$ cat src/rtl/stream_mux_if.sv
// Handshake bundle for the NCH:1 stream mux.
// master drives the producer/consumer side, slave is the mux itself.
interface stream_mux_if #(
  parameter int WIDTH = 8,
  parameter int NCH   = 4
);
  localparam int SELW = $clog2(NCH);

  logic                 mode;
  logic [SELW-1:0]      sel;
  logic [NCH*WIDTH-1:0] in_data;
  logic [NCH-1:0]       in_valid;
  logic [NCH-1:0]       in_ready;
  logic [WIDTH-1:0]     out_data;
  logic [SELW-1:0]      out_chan;
  logic                 out_valid;
  logic                 out_ready;

  modport master (
    output mode, sel, in_data, in_valid, out_ready,
    input  in_ready, out_data, out_chan, out_valid
  );

  modport slave (
    input  mode, sel, in_data, in_valid, out_ready,
    output in_ready, out_data, out_chan, out_valid
  );
endinterface

$ cat src/rtl/stream_mux_arbiter.sv
// NCH:1 stream mux with address or round-robin select.
// Output is a single register stage that sustains one word per cycle.
module stream_mux_arbiter #(
  parameter int WIDTH = 8,
  parameter int NCH   = 4
) (
  input logic        clk,
  input logic        rst_n,
  stream_mux_if.slave bus
);
  localparam int SELW = $clog2(NCH);

  logic [SELW-1:0]    ptr;
  logic [SELW-1:0]    g;
  logic               gnt;
  logic               free;
  logic [2*NCH-1:0]   rot;
  logic [WIDTH-1:0]   din;
  logic [NCH-1:0]     rdy;
  logic [WIDTH-1:0]   dq;
  logic [SELW-1:0]    cq;
  logic               vq;
  int                 idx;

  assign free = !vq || bus.out_ready;

  // rot[k] is the valid of channel (ptr+k) mod NCH
  assign rot = {bus.in_valid, bus.in_valid} >> ptr;

  always_comb begin
    g   = '0;
    gnt = 1'b0;
    idx = 0;
    if (!bus.mode) begin
      for (int i = 0; i < NCH; i++) begin
        if (bus.sel == SELW'(i) && bus.in_valid[i]) begin
          g   = SELW'(i);
          gnt = 1'b1;
        end
      end
    end else begin
      for (int k = NCH - 1; k >= 0; k--) begin
        if (rot[k]) begin
          idx = int'(ptr) + k;
          if (idx >= NCH) idx = idx - NCH;
          g   = SELW'(idx);
          gnt = 1'b1;
        end
      end
    end
  end

  always_comb begin
    din = '0;
    rdy = '0;
    for (int i = 0; i < NCH; i++) begin
      if (g == SELW'(i)) begin
        din = bus.in_data[i*WIDTH +: WIDTH];
        rdy[i] = rst_n && free && gnt;
      end
    end
  end

  always_ff @(posedge clk or negedge rst_n) begin
    if (!rst_n) begin
      vq  <= 1'b0;
      dq  <= '0;
      cq  <= '0;
      ptr <= '0;
    end else if (free) begin
      vq <= gnt;
      if (gnt) begin
        dq <= din;
        cq <= g;
        if (bus.mode)
          ptr <= (int'(g) == NCH - 1) ? '0 : g + 1'b1;
      end
    end
  end

  assign bus.in_ready  = rdy;
  assign bus.out_data  = dq;
  assign bus.out_chan  = cq;
  assign bus.out_valid = vq;
endmodule

$ cat src/flat_wrapper.sv
// flat-port wrapper written by rule: the top's interface ports become plain ports
module stream_mux_arbiter_flat 
#(
  parameter int WIDTH = 8,
  parameter int NCH   = 4
)
  (clk, rst_n, bus_mode, bus_sel, bus_in_data, bus_in_valid, bus_out_ready, bus_in_ready, bus_out_data, bus_out_chan, bus_out_valid);
  stream_mux_if #(.WIDTH(WIDTH), .NCH(NCH)) bus_i ();
  input logic clk;
  input logic rst_n;
  input wire logic [$bits(bus_i.mode)-1:0] bus_mode;
  input wire logic [$bits(bus_i.sel)-1:0] bus_sel;
  input wire logic [$bits(bus_i.in_data)-1:0] bus_in_data;
  input wire logic [$bits(bus_i.in_valid)-1:0] bus_in_valid;
  input wire logic [$bits(bus_i.out_ready)-1:0] bus_out_ready;
  output wire logic [$bits(bus_i.in_ready)-1:0] bus_in_ready;
  output wire logic [$bits(bus_i.out_data)-1:0] bus_out_data;
  output wire logic [$bits(bus_i.out_chan)-1:0] bus_out_chan;
  output wire logic [$bits(bus_i.out_valid)-1:0] bus_out_valid;
  assign bus_i.mode = bus_mode;
  assign bus_i.sel = bus_sel;
  assign bus_i.in_data = bus_in_data;
  assign bus_i.in_valid = bus_in_valid;
  assign bus_i.out_ready = bus_out_ready;
  assign bus_in_ready = bus_i.in_ready;
  assign bus_out_data = bus_i.out_data;
  assign bus_out_chan = bus_i.out_chan;
  assign bus_out_valid = bus_i.out_valid;
  stream_mux_arbiter #(.WIDTH(WIDTH), .NCH(NCH)) u_core (.clk(clk), .rst_n(rst_n), .bus(bus_i));
endmodule
$ cat config.mk
export PLATFORM = sky130hd
export DESIGN_NAME = stream_mux_arbiter_flat
export DESIGN_NICKNAME = d
export VERILOG_FILES = /design/src/rtl/stream_mux_if.sv /design/src/rtl/stream_mux_arbiter.sv /design/src/flat_wrapper.sv
export SDC_FILE = /design/constraint.sdc
export NUM_CORES = 1
export LEC_CHECK = 0
export CAP_MARGIN = 20
export CORE_MARGIN = 2
export CORE_UTILIZATION = 38
export CTS_CLUSTER_SIZE = 25
export DETAILED_ROUTE_END_ITERATION = 12
export GPL_ROUTABILITY_DRIVEN = 0
export HOLD_SLACK_MARGIN = 0.15
export PLACE_DENSITY = 0.79
export SLEW_MARGIN = 40
export SYNTH_ARGS = -nofsm -noshare
export SYNTH_HDL_FRONTEND = slang
export SYNTH_SLANG_ARGS = --single-unit
$ cat constraint.sdc
create_clock -name clk -period 4.1 [get_ports clk]
set_input_delay 1.025 -clock clk [delete_from_list [all_inputs] [get_ports clk]]
set_output_delay 1.025 -clock clk [all_outputs]
set_load 0.02 [all_outputs]
* Yosys cells after proc, flatten, opt, wreduce, memory -nomap -nowiden *
Index checks and enable logic that the tools add are counted.

cells by class
  add/subtract/negate cells = 8
  multipliers = 0
  divide/modulo/power cells = 0
  magnitude comparators = 4
  equality and inequality tests = 7
  shifts and indexed selects = 1
  mux-type cells = 30
  bitwise operators = 0
  reductions and logical operators = 12

operators by type and width
  operator                                             count
  two-way mux 8 bit                                    4
  two-way mux 2 bit                                    12
  two-way mux 1 bit                                    14
  >= comparator 3 bit, second input constant           3
  == test 2 bit, second input constant                 4
  >> shifter 8 x 2 -> 4 bit                            1
  subtractor 2 x 1 -> 2 bit, second input constant     4
  adder 2 x 2 -> 3 bit, second input constant          2
  == test 2 x 1 -> 1 bit, second input constant        3
  logical AND 1 bit                                    6
  logical NOT 2 bit                                    2
  adder 2 x 1 -> 3 bit, second input constant          1
  >= comparator 2 x 3 -> 1 bit, second input constant  1
  AND reduction 3 bit                                  1
  adder 2 x 1 -> 2 bit, second input constant          1
  AND reduction 2 bit                                  1
  logical NOT 1 bit                                    1
  logical OR 1 bit                                     1

storage, ports and cells
  bits in registers = 13
  latch bits = 0
  RAM bits = 0
  bits in read-only memories = 0
  input port bits = 42
  memories = 0

* Longest topological paths before layout *
  depth after elaboration = 13
  mapped depth = 10
  depth with buffers taken out = 9

* Worst setup path before layout *
Ideal clock, no wire load.

  path kind = input to output
  from = input bus_in_valid[3]
  to = output bus_in_ready[3]
  arrival time = 2648 ps
  slack = 427 ps
  stages on the path = 8
  buffers on the path = 3
  path through = buf_6 > o21ai_0 > a2111o_1 > nand2_1 > ha_1 > buf_1 > clkbuf_1 > and3_1

on the way
  longest elaborated chain between the ends = 8

RTL lines
  element                         RTL line                  source
  from (decl)                     flat_wrapper.sv:14        input wire logic [$bits(bus_i.in_valid)-1:0] bus_in_valid;
  >> shifter 8 x 2 -> 4 bit       stream_mux_arbiter.sv:28  assign rot = {bus.in_valid, bus.in_valid} >> ptr;
  two-way mux 2 bit (4 in a row)  stream_mux_arbiter.sv:43  if (rot[k]) begin
  two-way mux 2 bit (*)           stream_mux_arbiter.sv:34  if (!bus.mode) begin
  named net u_core.g[1]           stream_mux_arbiter.sv:14  logic [SELW-1:0] g;
  == test 2 bit (*)               stream_mux_arbiter.sv:57  if (g == SELW'(i)) begin
  two-way mux 1 bit (*)           stream_mux_arbiter.sv:57
  to (decl)                       flat_wrapper.sv:16        output wire logic [$bits(bus_i.in_ready)-1:0] bus_in_ready;

Mark *: on every way through the listed nets, which the timed path passes. The rest lies on a longest branch.

* Worst setup path in the final report *
  from = input bus_in_valid[0]
  to = output bus_in_ready[1]

on the way
  longest elaborated chain between the ends = 8

RTL lines
  element                         RTL line
  >> shifter 8 x 2 -> 4 bit (*)   stream_mux_arbiter.sv:28
  two-way mux 2 bit (3 in a row)  stream_mux_arbiter.sv:43
  two-way mux 2 bit (*)           stream_mux_arbiter.sv:43
  two-way mux 2 bit (*)           stream_mux_arbiter.sv:34
  named net u_core.g[0]           stream_mux_arbiter.sv:14
  == test 2 x 1 -> 1 bit (*)      stream_mux_arbiter.sv:57
  two-way mux 1 bit (*)           stream_mux_arbiter.sv:57

Marked as above.

==> results.toml <==
[finish]
postLayoutCoreUtil_pct = 68.88
seq_area_um2 = 325.3
n_fill_cell = 199
n_antenna_cell = 0
layout_commonest_cell = "clkdlybuf4s50_1"
multiInputGateArea_um2 = 663.1
area_delta_synth_final_pct = 68.39
nets = 224
drive_gt1_share_pct = 18.08
layout.cells.non_filler = 207
final_area_um2 = 1753
layout_common_cells = "clkdlybuf4s50_1 (51), buf_4 (17), dfrtp_1 (13)"

[timing]
hold_viol = 0
relSlewSlack_pct = 71.21
fmax_mhz = 252.1
slew_violations = 0
fin_setup_tns_ps = 0
fin_worst_skew_ps = 2.499
fin_crit_ps = 3966
worstMarginPinSlew_ps = 430.5
period_share_pct = 96.74
setup_viol = 0
rsz0062_at_grt = "false"
setup_ws_ps = 133.8
hold_slack_ps = 503.3

[pwr]
switching_power_mw = 0.2715
leakagePower_nw = 0.7757
ir_drop_v = 0.0003703
seqPwrFrac_pct = 29.9
p_sw_share_pct = 37.43
comb_power_share_pct = 58.7
p_int_mw = 0.4540
p_per_area_nw_per_um2 = 413.9
power_frac_clock_pct = 11.4
total_power_mw = 0.7255

[yosys]
ys.flop_type = "dfrtp_1"
synth_fa_ha_area_share_pct = 4.808
netlist_area_um2 = 1041
synth_seq_cells = 13
yosys_warnings = 0
synth_top_family_by_area = "compound AO/OA/AOI/OAI gates"
synth_edf_count = 0
ys_seq_area_share_pct = 31.25
synthMuxAreaShare_pct = 16.71
synth-simple-area-share_pct = 18.75
synth-compound-area-share_pct = 23.44
synth-xor-area-share_pct = 0
yosysUniqueCellTypes = 33
synth_area_per_cell_um2 = 9.821
async_reset_ff_share_pct = 100.0
syn_nets = 152
postSynthCellCount = 106

[placement]
place_ws_ps = -128.1
place_inst = 203
dp_hpwl_mm = 2.510
place_area_um2 = 1729
io_buffers = 56

[run]
cap_violations = 0

[global_route]
antenna_found_initial = 0
grt_pass1_wl_mm = 5.112
grt_overflow = 0
grt_pass1_vias = 1158
track_usage_pct = 20.71
grt_max_degree = 17

[worst_hold_path]
min_to = "u_core.bus.out_data[4]"
hp-start = "u_core.bus.out_data[4]"
holdPathStages = 1
hp-class = "reg -> reg"

[route]
drc = 0
vias = 1132
antenna_left = 0
drt_iter0_drc = 16
drt-total-wl_mm = 3.023
firstDrtPassIters = 4
vias_per_cell = 5.469
routedWlPerCell_um = 14.60

[floorplanning]
die_w_um = 56.34
rows = 18
core-area_um2 = 2545
io_pins = 57
die_y_um = 56.34
die_area_um2 = 3174
initial_core_util_pct = 40.90

[clock_network]
cts.htree.levels = 1
holdBufCountCts = 0
cts-root-buf = "clkbuf_4"
numCtsBuffers = 3
cts_buffer_depth = 2
cts_sinks = 13
clk_pin_slew_ps = 80
post_cts_buffers = 0
clock_latency_ps = 280
cts_tree = "yes"

[worst_setup_path]
cp.arrival_ps = 2940
reg2regPathDepth = 11
required_ps = 3070
reg2reg_slack_ps = 1360
path_class = "in -> out"
cp_max_fo = 5
r2r_start = "u_core.ptr[1]"
rr_endpoint = "u_core.bus.out_data[4]"
end_kind = "primary output"
worstSetupStartpointType = "input pin"

[run_status]
status = "complete, no violations"
flip-flops by register name (all words and copies together), names as in the netlist:
register / cells
u_core.bus.out_chan: 2
u_core.bus.out_valid: 1
u_core.ptr: 2
u_core.bus.out_data: 8
power by group through the flow:
stage          registers (mW)  clock network, mW  logic [mW]
3_3_place_gp            0.215                  0       0.417
4_1_cts                 0.217             0.0862       0.429
6_report                0.217             0.0826       0.426
2_1_floorplan           0.265                  0       0.177
3_5_place_dp            0.219                  0       0.428
5_1_grt                 0.226             0.0925       0.459
critical path, cell delays in order:
cell and delay (ps):
clkdlybuf4s50_1 470, mux2i_1 160, o22ai_1 130, o32a_1 410, inv_1 100, ha_1 170
and3_1 140, dlygate4sd2_1 340
layer usage:
layer | track usage, % | wire length, µm | up-vias
met1 | 21.79 | 1127 | 532
met3 | 6.221 | 289 | 4
met4 | 8.163 | 35 | 0
li1 | - | - | 542
met2 | 38.15 | 1570 | 54
met5 | 0 | 0 | -
synth_stat cells (3+ instances only):
cell | number | area (µm²)
inv_1 | 4 | 15.01
mux2_1 | 4 | 45.04
mux2_4 | 5 | 75.07
o21ai_0 | 5 | 25.02
a21oi_1 | 5 | 25.02
nor2b_1 | 8 | 50.05
and3_1 | 4 | 25.02
dfrtp_1 | 13 | 325.3
clkbuf_1 | 3 | 11.26
o31ai_1 | 7 | 52.55
a221oi_1 | 7 | 61.31
nand2b_1 | 3 | 18.77
ha_1 | 4 | 50.05
nand2_1 | 11 | 41.29
kinds of logic (layout without fill, tap and decap cells):
logic type / count (synthesis) / in the layout
buffers and inverters: 10 / 81
flip-flops: 13 / 13
AO/OA/AOI/OAI: 31 / 31
AND/OR/NAND/NOR: 35 / 35
multiplexers: 13 / 13
adder cells (fa/ha/maj): 4 / 4
how the worst max path moves through the flow:
stage                          from         endpoint  slack (ps)
finish              bus_in_valid[0]  bus_in_ready[1]         130
global route        bus_in_valid[0]  bus_in_ready[1]          30
CTS                 bus_in_valid[3]  bus_in_ready[0]          80
detailed placement  bus_in_valid[0]  bus_in_ready[1]        -130
global placement    bus_in_valid[3]  bus_in_ready[2]         -90
floorplan           bus_in_valid[3]  bus_in_ready[3]         430
timing repair:
action                     CTS  global route
hold endpoints to repair     0             0
gates cloned                 0             0
gates resized for setup      4             1
setup endpoints to repair    4             1
cell type report:
| class | count | share of cell area [%] |
|---|---|---|
| Multi-Input combinational cell | 83 | 37.83 |
| Timing Repair Buffer | 73 | 39.11 |
| Inverter | 4 | 0.8565 |
| Sequential cell | 13 | 18.56 |
| Tap cell | 30 | 2.141 |
| Clock buffer | 4 | 1.499 |
Power figures use the tool's default switching activity.
